$ cat src/rtl/hlsm_cond_dp_if.sv
// Start/Done handshake plus operand and result buses shared by the
// controller (master) and the hlsm_cond_dp datapath (slave).
interface hlsm_cond_dp_if #(
    parameter int DATAWIDTH = 32
);
    logic                        Start;
    logic signed [DATAWIDTH-1:0] a;
    logic signed [DATAWIDTH-1:0] b;
    logic signed [DATAWIDTH-1:0] c;
    logic signed [DATAWIDTH-1:0] zero;
    logic signed [DATAWIDTH-1:0] one;
    logic                        t;
    logic                        Done;
    logic signed [DATAWIDTH-1:0] x;
    logic signed [DATAWIDTH-1:0] z;

    modport master (
        output Start, a, b, c, zero, one, t,
        input  Done, x, z
    );

    modport slave (
        input  Start, a, b, c, zero, one, t,
        output Done, x, z
    );
endinterface

$ cat src/rtl/hlsm_cond_dp.sv
// Scheduled HLSM datapath: operands captured at Start, then either a short
// add/sub branch or a multi-cycle multiply branch, with a one-cycle Done pulse.
module hlsm_cond_dp #(
    parameter int DATAWIDTH = 32,
    parameter int MUL_LAT   = 2
) (
    input logic           Clk,
    input logic           Rst,
    hlsm_cond_dp_if.slave bus
);
    localparam int CW = $clog2(MUL_LAT + 1);
    localparam logic [CW-1:0] CNT_LAST = CW'(MUL_LAT - 1);

    localparam logic [2:0] S_WAIT  = 3'd0;
    localparam logic [2:0] S_S0    = 3'd1;
    localparam logic [2:0] S_T1    = 3'd2;
    localparam logic [2:0] S_T2    = 3'd3;
    localparam logic [2:0] S_F1    = 3'd4;
    localparam logic [2:0] S_F2    = 3'd5;
    localparam logic [2:0] S_F3    = 3'd6;
    localparam logic [2:0] S_FINAL = 3'd7;

    logic [2:0]                  state;
    logic [CW-1:0]               cnt;
    logic                        ti;
    logic                        done_r;
    logic signed [DATAWIDTH-1:0] ai, bi, ci, zi, oi;
    logic signed [DATAWIDTH-1:0] d, d2, f, g, e;
    logic signed [DATAWIDTH-1:0] x_r, z_r;

    // Low half of the full-precision product; the upper half is discarded.
    function automatic logic signed [DATAWIDTH-1:0] mul_lo(
        input logic signed [DATAWIDTH-1:0] p,
        input logic signed [DATAWIDTH-1:0] q
    );
        logic signed [2*DATAWIDTH-1:0] full;
        full = p * q;
        return $signed(full[DATAWIDTH-1:0]);
    endfunction

    always_ff @(posedge Clk or negedge Rst) begin
        if (!Rst) begin
            state  <= S_WAIT;
            cnt    <= '0;
            ti     <= 1'b0;
            done_r <= 1'b0;
            ai     <= '0;
            bi     <= '0;
            ci     <= '0;
            zi     <= '0;
            oi     <= '0;
            d      <= '0;
            d2     <= '0;
            f      <= '0;
            g      <= '0;
            e      <= '0;
            x_r    <= '0;
            z_r    <= '0;
        end else begin
            done_r <= 1'b0;
            case (state)
                S_WAIT: begin
                    if (bus.Start) begin
                        ai    <= bus.a;
                        bi    <= bus.b;
                        ci    <= bus.c;
                        zi    <= bus.zero;
                        oi    <= bus.one;
                        ti    <= bus.t;
                        state <= S_S0;
                    end
                end
                S_S0: begin
                    d <= ai + bi;
                    if (ti) begin
                        state <= S_T1;
                    end else begin
                        cnt   <= '0;
                        state <= S_F1;
                    end
                end
                S_T1: begin
                    d2    <= ai - oi;
                    f     <= ai + ci;
                    state <= S_T2;
                end
                S_T2: begin
                    x_r   <= f - d2;
                    z_r   <= d;
                    state <= S_FINAL;
                end
                // Multiplier result is re-registered every cycle; only the last one matters.
                S_F1: begin
                    g   <= mul_lo(ai, bi);
                    cnt <= cnt + 1'b1;
                    if (cnt == CNT_LAST) state <= S_F2;
                end
                S_F2: begin
                    e     <= g - ci;
                    state <= S_F3;
                end
                S_F3: begin
                    x_r   <= e;
                    z_r   <= d + zi;
                    state <= S_FINAL;
                end
                S_FINAL: begin
                    done_r <= 1'b1;
                    state  <= S_WAIT;
                end
                default: state <= S_WAIT;
            endcase
        end
    end

    assign bus.Done = done_r;
    assign bus.x    = x_r;
    assign bus.z    = z_r;
endmodule
$ cat src/flat_wrapper.sv
// flat-port wrapper written by rule: the top's interface ports become plain ports
module hlsm_cond_dp_flat 
#(
    parameter int DATAWIDTH = 32,
    parameter int MUL_LAT   = 2
)
  (Clk, Rst, bus_Start, bus_a, bus_b, bus_c, bus_zero, bus_one, bus_t, bus_Done, bus_x, bus_z);
  hlsm_cond_dp_if #(.DATAWIDTH(DATAWIDTH)) bus_i ();
  input logic Clk;
  input logic Rst;
  input wire logic [$bits(bus_i.Start)-1:0] bus_Start;
  input wire logic [$bits(bus_i.a)-1:0] bus_a;
  input wire logic [$bits(bus_i.b)-1:0] bus_b;
  input wire logic [$bits(bus_i.c)-1:0] bus_c;
  input wire logic [$bits(bus_i.zero)-1:0] bus_zero;
  input wire logic [$bits(bus_i.one)-1:0] bus_one;
  input wire logic [$bits(bus_i.t)-1:0] bus_t;
  output wire logic [$bits(bus_i.Done)-1:0] bus_Done;
  output wire logic [$bits(bus_i.x)-1:0] bus_x;
  output wire logic [$bits(bus_i.z)-1:0] bus_z;
  assign bus_i.Start = bus_Start;
  assign bus_i.a = bus_a;
  assign bus_i.b = bus_b;
  assign bus_i.c = bus_c;
  assign bus_i.zero = bus_zero;
  assign bus_i.one = bus_one;
  assign bus_i.t = bus_t;
  assign bus_Done = bus_i.Done;
  assign bus_x = bus_i.x;
  assign bus_z = bus_i.z;
  hlsm_cond_dp #(.DATAWIDTH(DATAWIDTH), .MUL_LAT(MUL_LAT)) u_core (.Clk(Clk), .Rst(Rst), .bus(bus_i));
endmodule
$ cat config.mk
export PLATFORM = sky130hd
export DESIGN_NAME = hlsm_cond_dp_flat
export DESIGN_NICKNAME = d
export VERILOG_FILES = /design/src/rtl/hlsm_cond_dp_if.sv /design/src/rtl/hlsm_cond_dp.sv /design/src/flat_wrapper.sv
export SDC_FILE = /design/constraint.sdc
export NUM_CORES = 2
export LEC_CHECK = 0
export ABC_AREA = 0
export CAP_MARGIN = 10
export CORE_MARGIN = 5
export CORE_UTILIZATION = 54
export DETAILED_ROUTE_END_ITERATION = 10
export GPL_TIMING_DRIVEN = 0
export PLACE_DENSITY = 0.7
export SYNTH_ARGS = -nofsm -noshare
export SYNTH_HDL_FRONTEND = slang
export SYNTH_SLANG_ARGS = --single-unit
$ cat constraint.sdc
create_clock -name Clk -period 9.6 [get_ports Clk]
set_clock_uncertainty 0.2 [all_clocks]
set_input_delay 1.44 -clock Clk [delete_from_list [all_inputs] [get_ports Clk]]
set_output_delay 1.44 -clock Clk [all_outputs]
set_load 0.01 [all_outputs]
==> impl_metrics.ini <==
[drt]
drcViolationCount = 0
routed_wl_um = 138400
ant_nets = 0
routedWlPerCell_um = 24.54
drt_iter0_drc = 2675
drtPass1Iterations = 8
vias = 33320
vias_per_cell = 5.908

[cells_and_area]
layout-drive-gt1-share = 0.04513
fin_nets = 5551
final_common_cell = nand2_1
final_cell_mix = nand2_1 (608), inv_1 (585), fa_1 (414)
final_area_mm2 = 0.04486
syn_to_final_growth_pct = 13.14
fillers = 6349

[synthesis]
synth_area_leaders = dfrtp_1 (25%), fa_1 (21%), ha_1 (11%)
yosys_most_used_dff = dfrtp_1
ys_seq_area_frac = 0.2468
yosys.area.top_type = dfrtp_1
synth_cell_types = 68
synth_cells = 4355
synth_top_area_share = 0.2468
synth_seq_cells = 391
synth_nets = 5270
ys_async_sr_fraction = 1.000
synth_edf_count = 0
syn-cell-area_mm2 = 0.03965
ys_warn_count = 0
avgSynthCellArea_um2 = 9.105

[clock_network]
clkLatencyLatePin_ns = 0.62
cts_setup_buffers = 0
cts_root_buf = clkbuf_16
h-tree-depth = 2
cts_resized = 0
cts_sinks = 391
cts_buffers = 47
cts_tree = built
cts_buffer_depth = 3
cts-hold-fix-buffers = 0
clkTransAtPathRegs_ns = 0.06

[grt]
grt_usage = 0.3476
grt_pass1_vias = 33240
grt_first_pass_wirelength_um = 204900
grt_max_degree = 114
antenna_found_initial = 9
overflow = 0

[flow_run]
cap_violations = 0

[hold_path]
hold_class = reg -> reg
hold_start = u_core.e[23]$_DFFE_PN0P_
hold_depth = 2
whs_endpoint = u_core.e[23]$_DFFE_PN0P_

[critical_path]
cp_common_cell = fa_1
end_kind = flip-flop
crit_buf_inv = 6
crit_arrival_ns = 9.54
slowest_delay_ns = 0.77
cp-start-kind = flip-flop
critical_path_class = reg -> reg
rr_worst_depth = 26
critical_path.top_delay_family = adder cells
rrSetupSlack_ns = 0.33
r2r_start = u_core.ai[12]$_DFFE_PN0P_
critPathLaunch = u_core.ai[12]$_DFFE_PN0P_
reg2reg_to = u_core.g[31]$_DFFE_PN0P_
critPathSlowestCell = dfrtp_1
crit_fanout = 10
crit_required_ns = 9.87

[outcome]
run_status = finished clean

[sta]
slew_viol_final = 0
post-route-min-period_ns = 9.272
period_share = 0.9659
setup_viol = 0
relSlewSlack = 0.2144
rsz0062_at_grt = no
max_freq_ghz = 0.1078
worst_pin_slew_ns = 1.178
finalHoldViolCount = 0

[placement]
io_buffer_count = 228
dp_hpwl_um = 109900
post_dp_cell_area_mm2 = 0.04325
place_congestion = 1.004

[floorplanning]
core_area_mm2 = 0.07283
dieHeight_um = 281.0
fp.dieW_um = 281.0
start_util = 0.5444
pin_count = 229
dieArea_mm2 = 0.07895
rows = 99
area by class of cell:
class,instances,area [um^2],share of cell area
flip-flops and latches,391,9784,0.2181
inverters,585,2196,0.04895
plain buffers,181,679.4,0.01514
repair buffers,232,2397,0.05344
well taps,959,1200,0.02675
diodes,5,12.51,0.0002789
clock buffers,66,1379,0.03073
multi-input cells,3198,26990,0.6017
clock inverters,22,221.5,0.004937
worst max-delay path by stage:
stage	slack (ns)	depth (start not counted)	endpoint
after CTS	0.38	26	u_core.g[31]$_DFFE_PN0P_
after detailed placement	0.42	26	u_core.g[31]$_DFFE_PN0P_
after global routing	0.09	26	u_core.g[31]$_DFFE_PN0P_
after floorplan	2.43	26	u_core.g[31]$_DFFE_PN0P_
after global placement	-10.81	1	u_core.bi[16]$_DFFE_PN0P_
final	0.33	26	u_core.g[31]$_DFFE_PN0P_
stage by stage:
step           utilization  cells   TNS, ns  setup WS (ns)  hold slack (ns)
2_1_floorplan            -   4355         0          2.428           0.2394
3_3_place_gp        0.5922   5542  -4188.51         -10.81           0.2636
3_5_place_dp        0.5938   5546         0         0.4200           0.2642
4_1_cts             0.6158   5634         0         0.3797           0.2810
5_1_grt             0.6158   5636         0        0.08968           0.2924
6_report            0.6159   5639         0         0.3277           0.2770
metal layers:
| metal | global-route usage | vias to the layer above | wire length [um] |
|---|---|---|---|
| met5 | 0 | - | 0 |
| met4 | 0.1950 | 0 | 9874 |
| met3 | 0.08581 | 475 | 13740 |
| met2 | 0.5464 | 1628 | 62290 |
| met1 | 0.4426 | 16420 | 52450 |
| li1 | - | 14790 | - |
sequential cells by signal, indices dropped and copies added (netlist names):
name	count
u_core.bus.x	32
u_core.bi	32
u_core.oi	32
u_core.bus.Done	1
u_core.d	32
u_core.ai	32
u_core.state	3
u_core.f	32
u_core.g	32
u_core.zi	32
u_core.d2	32
u_core.bus.z	32
u_core.ci	32
u_core.ti	1
u_core.cnt	2
u_core.e	32
cells in the mapped netlist, types with 55 or more instances:
library cell  count
mux2_2          107
nand2_1         608
o21ai_0         310
clkbuf_1        173
inv_1           585
a21o_1           84
ha_1            337
fa_1            414
and2_1          319
dfrtp_1         391
a31oi_1          55
xor2_1           98
a21oi_1         171
xnor2_1         137
nor2_1          125
logic make-up (layout without fill, tap and decap cells):
family | after synthesis | after routing | share of synthesized area
muxes | 111 | 111 | 0.03140
DFF | 391 | 391 | 0.2468
AOI/OAI and AO/OA | 837 | 837 | 0.1302
adders and majority gates | 751 | 751 | 0.3154
and+or+nand+nor | 1264 | 1264 | 0.1519
other | 0 | 5 | 0
buffers and inverters | 766 | 1086 | 0.07251
xor gates and xnor gates | 235 | 235 | 0.05191
worst min-delay path: stages (launching register included):
cell	delay (ns)
dfrtp_1	0.34
nand2_1	0.05
o21ai_0	0.06
Power is left out: the tool's default activity adds up to more than one toggle a clock period on the data nets, which glitch-free logic cannot reach.
